<file path="src/rtl/mem_access_unit.sv">
// mem_access_unit
//
// MEM stage of the pipeline. Holds the one-entry MEM/WB register and the
// data-memory request FSM. Non-memory instructions retire one cycle after
// acceptance. LW/SW run a valid/ready transaction on the data-memory port,
// stalling upstream until the memory answers or the timeout counter expires.
// Misaligned LW/SW never reach memory and retire with an error pulse.
//
// Ports:
//   clk, rst_n        clock, synchronous active-low reset
//   ex_valid          EX/MEM slot holds an instruction
//   ex_opcode         instruction opcode (1000 LW, 1001 SW, 11xx non-writing)
//   ex_addr           effective address (LW/SW)
//   ex_data           store data (SW) or ALU/LHB/LLB result
//   ex_rd             destination register
//   stall             upstream must hold ex_* (high while a request is pending)
//   mem_req/mem_we    memory request valid / write strobe
//   mem_addr          request address
//   mem_wdata         store data
//   mem_rdata         load data, valid when mem_req && mem_ready
//   mem_ready         memory accepts/completes the request this cycle
//   wb_valid          one instruction retires this cycle
//   wb_we/wb_rd       register-file write enable / write address
//   wb_data           register-file write data
//   err               one-cycle pulse on misaligned access or timeout

module mem_access_unit #(
  parameter int DATA_W  = 16,
  parameter int TIMEOUT = 255,
  parameter int CNT_W   = 8
) (
  input  logic              clk,
  input  logic              rst_n,
  input  logic              ex_valid,
  input  logic [3:0]        ex_opcode,
  input  logic [DATA_W-1:0] ex_addr,
  input  logic [DATA_W-1:0] ex_data,
  input  logic [3:0]        ex_rd,
  output logic              stall,
  output logic              mem_req,
  output logic              mem_we,
  output logic [DATA_W-1:0] mem_addr,
  output logic [DATA_W-1:0] mem_wdata,
  input  logic [DATA_W-1:0] mem_rdata,
  input  logic              mem_ready,
  output logic              wb_valid,
  output logic              wb_we,
  output logic [3:0]        wb_rd,
  output logic [DATA_W-1:0] wb_data,
  output logic              err
);

  typedef enum logic {IDLE, BUSY} state_t;

  localparam logic [CNT_W-1:0] CNT_LAST = CNT_W'(TIMEOUT - 1);

  state_t            state, state_nx;
  logic [CNT_W-1:0]  cnt, cnt_nx;
  logic [3:0]        req_rd, req_rd_nx;
  logic              mem_we_nx;
  logic [DATA_W-1:0] mem_addr_nx, mem_wdata_nx;
  logic              wb_valid_nx, wb_we_nx, err_nx;
  logic [3:0]        wb_rd_nx;
  logic [DATA_W-1:0] wb_data_nx;

  logic is_mem, is_sw, is_writing;

  // LW/SW share the 100x prefix; the 11xx group retires without a write.
  assign is_mem     = (ex_opcode[3:1] == 3'b100);
  assign is_sw      = (ex_opcode == 4'b1001);
  assign is_writing = (ex_opcode[3:2] != 2'b11);

  // The request is outstanding exactly while the FSM is BUSY, so both
  // outputs decode the registered state and never depend on mem_ready.
  assign stall   = (state == BUSY);
  assign mem_req = (state == BUSY);

  always_ff @(posedge clk) begin
    if (!rst_n) begin
      state     <= IDLE;
      cnt       <= '0;
      req_rd    <= '0;
      mem_we    <= 1'b0;
      mem_addr  <= '0;
      mem_wdata <= '0;
      wb_valid  <= 1'b0;
      wb_we     <= 1'b0;
      wb_rd     <= '0;
      wb_data   <= '0;
      err       <= 1'b0;
    end else begin
      state     <= state_nx;
      cnt       <= cnt_nx;
      req_rd    <= req_rd_nx;
      mem_we    <= mem_we_nx;
      mem_addr  <= mem_addr_nx;
      mem_wdata <= mem_wdata_nx;
      wb_valid  <= wb_valid_nx;
      wb_we     <= wb_we_nx;
      wb_rd     <= wb_rd_nx;
      wb_data   <= wb_data_nx;
      err       <= err_nx;
    end
  end

  always_comb begin
    state_nx     = state;
    cnt_nx       = cnt;
    req_rd_nx    = req_rd;
    mem_we_nx    = mem_we;
    mem_addr_nx  = mem_addr;
    mem_wdata_nx = mem_wdata;
    wb_valid_nx  = 1'b0;
    wb_we_nx     = 1'b0;
    err_nx       = 1'b0;
    wb_rd_nx     = wb_rd;
    wb_data_nx   = wb_data;

    unique case (state)
      IDLE: begin
        if (ex_valid) begin
          if (!is_mem) begin
            wb_valid_nx = 1'b1;
            wb_we_nx    = is_writing;
            wb_rd_nx    = ex_rd;
            wb_data_nx  = ex_data;
          end else if (ex_addr[0]) begin
            wb_valid_nx = 1'b1;
            err_nx      = 1'b1;
            wb_rd_nx    = ex_rd;
          end else begin
            // Request fields are captured once so they stay stable for the
            // whole transaction even if ex_* changes.
            state_nx     = BUSY;
            cnt_nx       = '0;
            req_rd_nx    = ex_rd;
            mem_we_nx    = is_sw;
            mem_addr_nx  = ex_addr;
            mem_wdata_nx = ex_data;
          end
        end
      end
      BUSY: begin
        // mem_ready takes precedence over a timeout on the same edge.
        if (mem_ready) begin
          state_nx    = IDLE;
          wb_valid_nx = 1'b1;
          wb_rd_nx    = req_rd;
          if (!mem_we) begin
            wb_we_nx   = 1'b1;
            wb_data_nx = mem_rdata;
          end
        end else if (cnt == CNT_LAST) begin
          state_nx    = IDLE;
          wb_valid_nx = 1'b1;
          err_nx      = 1'b1;
          wb_rd_nx    = req_rd;
        end else begin
          cnt_nx = cnt + 1'b1;
        end
      end
      default: state_nx = IDLE;
    endcase
  end

endmodule

</file>
<file path="config.mk">
export PLATFORM = sky130hd
export DESIGN_NAME = mem_access_unit
export DESIGN_NICKNAME = d
export VERILOG_FILES = /design/src/rtl/mem_access_unit.sv
export SDC_FILE = /design/constraint.sdc
export NUM_CORES = 1
export LEC_CHECK = 0
export BUFFER_PORTS_ARGS = -buffer_cell sky130_fd_sc_hd__buf_2
export CAP_MARGIN = 5
export CORE_ASPECT_RATIO = 0.5
export CORE_UTILIZATION = 43
export CTS_CLUSTER_SIZE = 40
export DETAILED_ROUTE_END_ITERATION = 10
export GPL_ROUTABILITY_DRIVEN = 0
export HOLD_SLACK_MARGIN = 0.05
export PLACE_DENSITY = 0.74
export SYNTH_ARGS = -nofsm -noshare
export SYNTH_HDL_FRONTEND = slang
export SYNTH_SLANG_ARGS = --single-unit
</file>
<file path="constraint.sdc">
create_clock -name clk -period 1.8 [get_ports clk]
set_input_delay 0.36 -clock clk [delete_from_list [all_inputs] [get_ports clk]]
set_output_delay 0.36 -clock clk [all_outputs]
set_load 0.01 [all_outputs]
</file>
==> summary.md <==
| Metric | Value |
|---|---|
| Status | complete, no violations |
| CTS buffer count | 9 |
| Leak | 1.66 nW |
| Clk buf depth | 2 |
| Gr usage total | 0.213 |
| Crit path DAT | 1.90 ns |
| Register area share after synthesis | 0.491 |
| Port bufs | 116 |
| Setup crit start kind | flip-flop |
| Final hold vios | 0 |
| Sink Count | 68 |
| Via count | 2705 |
| Final #Nets | 509 |
| Clock Skews | 0.00399 ns |
| Routed len/inst | 13.0 µm |
| Gate Count Post-Synth | 327 |
| Worst Hold Depth | 3 |
| Via/cell ratio | 5.03 |
| Iter 0 DRT Violations | 190 |
| Synthesis warning total | 0 |
| Setup violations, final | 0 |
| Avg Cell Area, Syn | 8.48 µm² |
| Post-layout instance area | 0.00378 mm² |
| Die X | 116 µm |
| Root Buffer | clkbuf_16 |
| Top FF cell, synth | dfxtp_1 |
| Crit path kind | flip-flop to flip-flop |
| Core area | 0.00616 mm² |
| Max Slew Vio Count | 0 |
| Netlist cell types | 40 |
| Period utilization | 0.934 |
| EDFF count, synth | 0 |
| Setup Total Neg Slack | 0 ns |
| Fraction of registers with async set/reset | 0 |
| Die height | 58.8 µm |
| P&R area growth vs syn | 36.3% |
| HPWL Detailed | 4.83 mm |
| Synthesized area | 0.00277 mm² |
| Vias in the first global route | 2389 |
| Synthesized Nets | 389 |
| Cells on worst reg2reg path | 4 |
| N_diodes | 0 |
| Max cap viols | 0 |
| Fin crit period | 1.68 ns |
| Hold Crit Class | input port to flip-flop |
| Critical Path End Type | flip-flop |
| DRT Pass-1 Iters | 5 |
| Final ANT Viol Nets | 0 |
| TritonCTS clock tree | done |
| Antenna violations before repair | 0 |
| Pwr Density | 941 mW/mm² |
| Die area | 0.00680 mm² |
| Clock Latency Late Sink | 0.33 ns |
| Starting Density | 0.451 |
| DP Area | 0.00350 mm² |
| Clk slew on worst S/H paths | 0.05 ns |
| DP Worst Slack | -0.0349 ns |
| # rows | 20 |
| Layout cells sized above 1 | 0.331 |
| DRC Markers | 0 |
| Fin worst setup slack | 0.119 ns |
| Crit path required time | 2.01 ns |
| Peak supply drop | 0.537 mV |
| Routed Wire Length | 6.99 mm |
| F_max | 595 MHz |
| Number of H-tree levels | 3 |
| I/O pin total | 118 |
| FF+latch count, synth | 68 |
| Total grt overflow | 0 |
| Worst Path Max Fanout | 8 |
| Largest net degree at the start of global routing | 38 |
| CTS Hold Bufs | 0 |
| WHS | 0.267 ns |
| First-pass GRT wire length | 10.9 mm |
-- synth_stat cells (2+ instances only) --
library cell | n | area share
nor2b_1 | 6 | 0.014
a21oi_1 | 41 | 0.074
ha_1 | 2 | 0.0090
a31oi_1 | 7 | 0.016
nand3_1 | 16 | 0.029
buf_2 | 8 | 0.014
mux2i_1 | 21 | 0.076
nand2_1 | 74 | 0.10
o21ai_0 | 3 | 0.0054
nor2_1 | 21 | 0.028
and3_1 | 3 | 0.0068
buf_4 | 2 | 0.0054
clkbuf_1 | 12 | 0.016
inv_1 | 2 | 0.0027
a211o_1 | 2 | 0.0063
a211oi_1 | 16 | 0.043
dfxtp_1 | 68 | 0.49
-- report_power, final --
part	switching, mW	total (mW)	internal (mW)
clock	0.595	1.65	1.05
combinational	0.176	0.328	0.152
sequential	0.0252	1.58	1.56
total	0.796	3.56	2.76
-- sequential cells by signal (all words and copies together), names as in the netlist --
signal and flops:
wb_rd 4, wb_valid 1, mem_addr 15, mem_wdata 16, err 1, cnt 8, wb_data 16, req_rd 4
mem_req 1, mem_we 1, wb_we 1
-- cells in the final DEF, fill, tap and decap left out, types with 2 or more instances in the layout --
cell type / instances
nand2_1: 74
a211o_1: 2
a31oi_1: 7
a21oi_1: 41
a211oi_1: 16
buf_12: 2
buf_4: 13
dfxtp_1: 68
inv_1: 2
clkinv_2: 2
clkbuf_1: 2
ha_1: 2
buf_2: 116
and3_1: 3
nand3_1: 16
nor2b_1: 6
clkbuf_16: 9
mux2i_1: 21
o21ai_0: 2
nor2_1: 21
-- worst paths after layout --
path	slack (ns)	from	end
worst min register to register	0.45	mem_addr[1]	mem_addr[1]
worst min-delay path	0.27	ex_opcode[0]	mem_we
worst max-delay path	0.12	cnt[4]	cnt[6]
worst max register to register	0.12	cnt[4]	cnt[6]
-- cell type report --
type	instances	area [µm²]
Inverter	3	11.3
Clock buffer	11	233
Sequential cell	68	1360
Multi-Input combinational cell	234	1310
Clock inverter	3	40.0
Fill cell	572	2370
Timing Repair Buffer	131	718
Tap cell	88	110
-- kinds of logic after synthesis --
group,after synthesis,synth area share
and+or+nand+nor,131,0.208
buffers and inverters,25,0.0401
xor gates and xnor gates,1,0.00316
AOI/OAI and AO/OA,78,0.172
adders and majority gates,2,0.00902
muxes,21,0.0758
DFF,68,0.491
other,1,0.00135
-- through the flow --
step / power, mW / std cells / utilization
CTS: 3.59 / 537 / 0.613
global placement: 1.94 / 523 / 0.569
detailed placement: 1.94 / 523 / 0.569
finish: 3.56 / 538 / 0.614
floorplan: 1.78 / 327 / -
global route: 3.69 / 538 / 0.614
-- what timing repair did --
action,in CTS,in global routing
endpoints found under the setup margin,0,4
gates resized for setup,0,1
buffers inserted,0,1
-- layer usage --
metal | share of wire | global-route usage
met5 | 0 | 0
met4 | 0.015 | 0.0761
met3 | 0.049 | 0.0855
met2 | 0.49 | 0.371
met1 | 0.45 | 0.240
-- critical path, stage by stage (launching register included) --
cell     delay [ns]
dfxtp_1        0.41
nand4_1        0.33
o211a_1        0.39
and3_1         0.18
a211o_1        0.26
Note: power is estimated with default switching activity, not from simulation.
